==> config.mk <==
export PLATFORM = sky130hd
export DESIGN_NAME = mem_arbiter
export DESIGN_NICKNAME = d
export VERILOG_FILES = /design/src/rtl/common.sv /design/src/rtl/mem_arbiter.sv
export SDC_FILE = /design/constraint.sdc
export NUM_CORES = 1
export LEC_CHECK = 0
export BUFFER_PORTS_ARGS = -buffer_cell sky130_fd_sc_hd__buf_2
export CAP_MARGIN = 20
export CORE_MARGIN = 1.5
export CORE_UTILIZATION = 48
export CTS_BUF_LIST = sky130_fd_sc_hd__clkbuf_4
export CTS_CLUSTER_SIZE = 16
export DETAILED_ROUTE_END_ITERATION = 6
export GPL_TIMING_DRIVEN = 0
export PLACE_DENSITY = 0.9
export SKIP_LAST_GASP = 1
export SLEW_MARGIN = 10
export SYNTH_ARGS = -nofsm -noshare
export SYNTH_HDL_FRONTEND = slang
export SYNTH_SLANG_ARGS = --single-unit
==> constraint.sdc <==
create_clock -name clock -period 2.05 [get_ports clock]
set_clock_uncertainty 0.1 [all_clocks]
set_input_delay 0.205 -clock clock [delete_from_list [all_inputs] [get_ports clock]]
set_output_delay 0.205 -clock clock [all_outputs]
set_load 0.01 [all_outputs]
==> src/rtl/common.sv <==
// rtl/common.sv - shared memory access and arbiter type definitions
package common;

  // Access width code carried on *_wstrb
  typedef enum logic [1:0] {
    MEM_BYTE = 2'b00,
    MEM_HALF = 2'b01,
    MEM_WORD = 2'b10
  } mem_access_type;

  // Arbiter control state; one transaction outstanding at most
  typedef enum logic [1:0] {
    IDLE  = 2'b00,
    ISSUE = 2'b01,
    WAIT  = 2'b10
  } arb_state;

  // Which requester owns the outstanding transaction
  typedef enum logic {
    OWN_IF   = 1'b0,
    OWN_DATA = 1'b1
  } arb_owner;

endpackage

==> src/rtl/mem_arbiter.sv <==
// rtl/mem_arbiter.sv - fetch/data arbiter onto a single shared memory port
module mem_arbiter
  import common::*;
#(
  parameter int MAX_DATA_STREAK = 4
) (
  input  logic        clock,
  input  logic        reset,

  input  logic        if_req,
  input  logic [31:0] if_addr,
  output logic        if_ready,
  output logic        if_rvalid,
  output logic [31:0] if_rdata,

  input  logic        d_req,
  input  logic        d_we,
  input  logic [31:0] d_addr,
  input  logic [31:0] d_wdata,
  input  logic [1:0]  d_wstrb,
  output logic        d_ready,
  output logic        d_rvalid,
  output logic [31:0] d_rdata,

  output logic        mem_req,
  output logic        mem_we,
  output logic [31:0] mem_addr,
  output logic [31:0] mem_wdata,
  output logic [1:0]  mem_wstrb,
  input  logic        mem_gnt,
  input  logic        mem_rvalid,
  input  logic [31:0] mem_rdata,

  output logic        busy
);

  localparam int STREAK_W = (MAX_DATA_STREAK < 1) ? 1 : $clog2(MAX_DATA_STREAK + 1);
  localparam logic [STREAK_W-1:0] STREAK_MAX = STREAK_W'(MAX_DATA_STREAK);

  arb_state             state_q;
  arb_owner             owner_q;
  logic [STREAK_W-1:0]  streak_q;
  logic [STREAK_W-1:0]  streak_d;
  logic [31:0]          addr_q;
  logic                 we_q;
  logic [31:0]          wdata_q;
  logic [1:0]           wstrb_q;
  logic                 if_rvalid_q;
  logic                 d_rvalid_q;
  logic [31:0]          if_rdata_q;
  logic [31:0]          d_rdata_q;

  logic                 grant_data;
  logic                 grant_if;

  // Pick the winner in IDLE: data by default, fetch once data has won MAX_DATA_STREAK times in a row
  always_comb begin
    grant_data = 1'b0;
    grant_if   = 1'b0;
    streak_d   = streak_q;
    if (state_q == IDLE) begin
      if (d_req && (!if_req || (streak_q != STREAK_MAX))) begin
        grant_data = 1'b1;
      end else if (if_req) begin
        grant_if = 1'b1;
      end

      if (grant_data) begin
        if (!if_req) begin
          streak_d = '0;
        end else if (streak_q != STREAK_MAX) begin
          streak_d = streak_q + STREAK_W'(1);
        end
      end else if (grant_if) begin
        streak_d = '0;
      end
    end
  end

  // Arbiter FSM: latch the winner's request, hold it on the memory port until granted, route the response back
  always_ff @(posedge clock) begin
    if (reset) begin
      state_q     <= IDLE;
      owner_q     <= OWN_IF;
      streak_q    <= '0;
      addr_q      <= '0;
      we_q        <= 1'b0;
      wdata_q     <= '0;
      wstrb_q     <= '0;
      if_rvalid_q <= 1'b0;
      d_rvalid_q  <= 1'b0;
      if_rdata_q  <= '0;
      d_rdata_q   <= '0;
    end else begin
      if_rvalid_q <= 1'b0;
      d_rvalid_q  <= 1'b0;
      streak_q    <= streak_d;
      case (state_q)
        IDLE: begin
          if (grant_data) begin
            owner_q <= OWN_DATA;
            addr_q  <= d_addr;
            we_q    <= d_we;
            wdata_q <= d_wdata;
            wstrb_q <= d_wstrb;
            state_q <= ISSUE;
          end else if (grant_if) begin
            owner_q <= OWN_IF;
            addr_q  <= if_addr;
            we_q    <= 1'b0;
            wdata_q <= '0;
            wstrb_q <= MEM_WORD;
            state_q <= ISSUE;
          end
        end
        ISSUE: begin
          if (mem_gnt) begin
            state_q <= WAIT;
          end
        end
        WAIT: begin
          if (mem_rvalid) begin
            if (owner_q == OWN_DATA) begin
              d_rdata_q  <= mem_rdata;
              d_rvalid_q <= 1'b1;
            end else begin
              if_rdata_q  <= mem_rdata;
              if_rvalid_q <= 1'b1;
            end
            state_q <= IDLE;
          end
        end
        default: begin
          state_q <= IDLE;
        end
      endcase
    end
  end

  // Acceptance is decided in the IDLE cycle itself so a response cycle can also start the next transaction
  assign if_ready  = grant_if;
  assign d_ready   = grant_data;

  assign if_rvalid = if_rvalid_q;
  assign d_rvalid  = d_rvalid_q;
  assign if_rdata  = if_rdata_q;
  assign d_rdata   = d_rdata_q;

  assign mem_req   = (state_q == ISSUE);
  assign mem_we    = we_q;
  assign mem_addr  = addr_q;
  assign mem_wdata = wdata_q;
  assign mem_wstrb = wstrb_q;

  assign busy      = (state_q != IDLE);

endmodule

==> metrics.yaml <==
outcome: "finished, violations left"
violations: "setup timing"
grt_setup_unrepaired: "true"
grt_max_degree: 20
clk_path_buf_depth: 2
drt_first_pass_iters: 5
finalNonFillerCells: 1257
portBuffers: 272
hold_start: "if_req"
nets: 1235
syn_inst: 672
cts_sinks: 139
ys_seq_area_frac: 0.4899
arrival_ns: 2.41
drive_gt1_frac: 0.3216
finalCritPeriodShare: 1.016
max_slew_margin: 0.4976
crit_path_end: "mem_addr[23]"
synth_mux_area_frac: 0
synth_top_cell_by_area: "dfxtp_1"
r2r-end: "mem_addr[23]"
p_per_area_nw_per_um2: 666.8
wl_microns: 24680
io_pins: 274
vias: 7334
slew_violations: 0
synth_compound_area_frac: 0.2456
required_ns: 2.38
avgRoutedWirePerCell_microns: 19.63
clk_latency_ns: 0.54
drc: 0
peakVddDrop_mv: 0.4939
root_buffer: "clkbuf_4"
cp-start-kind: "register"
core_area_sq_um: 11470
hold_violations: 0
grt_pass1_wl_microns: 38100
die_w_microns: 111.8
reg2regPathDepth: 7
synth_fa_ha_area_frac: 0.004405
end_kind: "register"
final-setup-viol-count: 1
synth_xor_area_frac: 0
ff2ff_setup_slack_ns: -0.03
final_cell_mix: "279 x buf_2, 161 x nand2_1, 138 x dfxtp_1"
avgViaCountPerCell: 5.835
cp-startpoint: "streak_q[0]"
dp_hpwl_microns: 13480
avgSynthCellArea_sq_um: 8.453
cts_tree: "built"
final.setup.tns_ns: -0.03186
grt.total_usage: 0.3896
syn_area_sq_um: 5680
yosys.area_share.simple: 0.2048
post-place-ws_ns: -0.2121
hold_class: "input port to register"
h-tree-depth: 4
synth_warnings: 0
postRouteAntennaNets: 0
yosys.area.top_type_share: 0.4899
crit_type: "register to register"
synthToLayoutAreaGrowth_pct: 57.56
numCtsBuffers: 17
overflow: 0
fin_ws_ns: -0.03186
synth_top_family_by_area: "compound AO/OA/AOI/OAI gates"
tightest_slew_ns: 0.7536
dieArea_sq_um: 12500
max_cap_violations: 0
layout_commonest_cell: "buf_2"
synth_nets: 811
crit_fanout: 10
clk_pin_slew_ns: 0.12
die_y_microns: 111.8
grt_pass1_vias: 7415
synth-seq-cells: 139
antenna_found_initial: 7
dp_cells: 1087
netlist_top_cells_area: "dfxtp_1 49%, a21oi_1 12%, nand2_1 11%, o32ai_2 8.3%, nor3b_1 4.5%"
power.leakage_nw: 3.847
gp_congestion: 0.9112
period_needed_ns: 2.082
drt_iter0_markers: 839
initial_utilization: 0.4954
r2r-start: "streak_q[0]"
synth_cell_types: 29
num_rows: 39
max_freq_mhz: 480.3
worst min-delay path by stage:
stage | slack (ns) | endpoint | cells past startpoint
2_1_floorplan | 0.24 | d_rdata[0] | 2
3_3_place_gp | 0.34 | d_rdata[28] | 2
3_5_place_dp | 0.34 | d_rdata[1] | 2
4_1_cts | 0.02 | streak_q[0] | 4
5_1_grt | 0.06 | streak_q[2] | 4
6_report | 0.08 | streak_q[0] | 4
cell families after synthesis:
kind of cell,after synthesis
simple gates,250
compound gates,208
flops,139
buf+inv,73
fa+ha+maj,2
metal layers:
layer	track usage	vias to the layer above	wire (microns)
li1	-	3204	-
met1	0.4150	3361	8511
met2	0.6618	586	12250
met5	0	-	0
met3	0.09581	183	1979
met4	0.3013	0	1933
area by class of cell:
class | count | area [sq um]
Multi-Input combinational cell | 460 | 2658
Antenna cell | 7 | 17.52
Fill cell | 711 | 2517
Clock buffer | 18 | 135.1
Inverter | 4 | 15.01
Sequential cell | 139 | 2784
Buffer | 67 | 322.8
Timing Repair Buffer | 407 | 2708
Clock inverter | 12 | 131.4
Tap cell | 143 | 178.9
stage by stage:
step	hold slack, ns	area, sq um	utilization	total power, mW
final	0.08090	8950	0.7805	5.968
after detailed placement	0.3431	7221	0.6297	3.890
after global placement	0.3385	7221	0.6297	3.869
after CTS	0.01883	8901	0.7762	5.839
after global routing	0.06052	8947	0.7803	6.163
after floorplan	0.2410	5680	-	3.484
worst max-delay path, stage by stage (launching register included):
cell	delay [ns]
dfxtp_1	0.40
inv_2	0.08
ha_4	0.18
and3_1	0.17
clkbuf_1	0.16
clkbuf_2	0.25
nor3b_1	0.50
o32ai_4	0.13
Yosys cell counts:
cell type	n
nand2_1	162
and4b_1	1
nand4b_1	2
or3_1	1
o21a_1	1
ha_1	2
o32ai_2	29
or2_1	1
dfxtp_1	139
o32ai_1	3
clkinv_1	1
o21ai_0	37
a21oi_1	134
nand4bb_1	1
clkbuf_1	57
nor2b_1	2
nand4_1	2
nor4bb_1	2
o31ai_1	1
a21boi_0	1
nor3b_1	34
nand3_1	35
and3_1	1
buf_2	8
inv_1	3
nor2_1	6
a22oi_1	1
o221a_2	1
buf_6	4
report_power, final:
group	leakage, nW	internal [mW]	switching [mW]
registers	1.13	2.83	0.0816
logic	2.57	0.595	0.654
clock network	0.145	0.819	0.987
timing repair:
action | in CTS | in global routing
hold endpoints to repair | 133 | 0
hold buffers | 133 | 0
endpoints found under the setup margin | 33 | 33
buffers inserted | 2 | 0
pin swaps | 2 | 1
resized for setup | 18 | 13
state kept, by name, summed over array words and instances (netlist names):
| name | cells |
|---|---|
| d_rdata | 32 |
| if_rdata | 32 |
| mem_addr | 32 |
| mem_wdata | 32 |
| streak_q | 3 |
| mem_wstrb | 2 |
| state_q | 2 |
| d_rvalid | 1 |
| if_rvalid | 1 |
| mem_we | 1 |
| owner_q | 1 |
(Power assumes the default switching activity.)
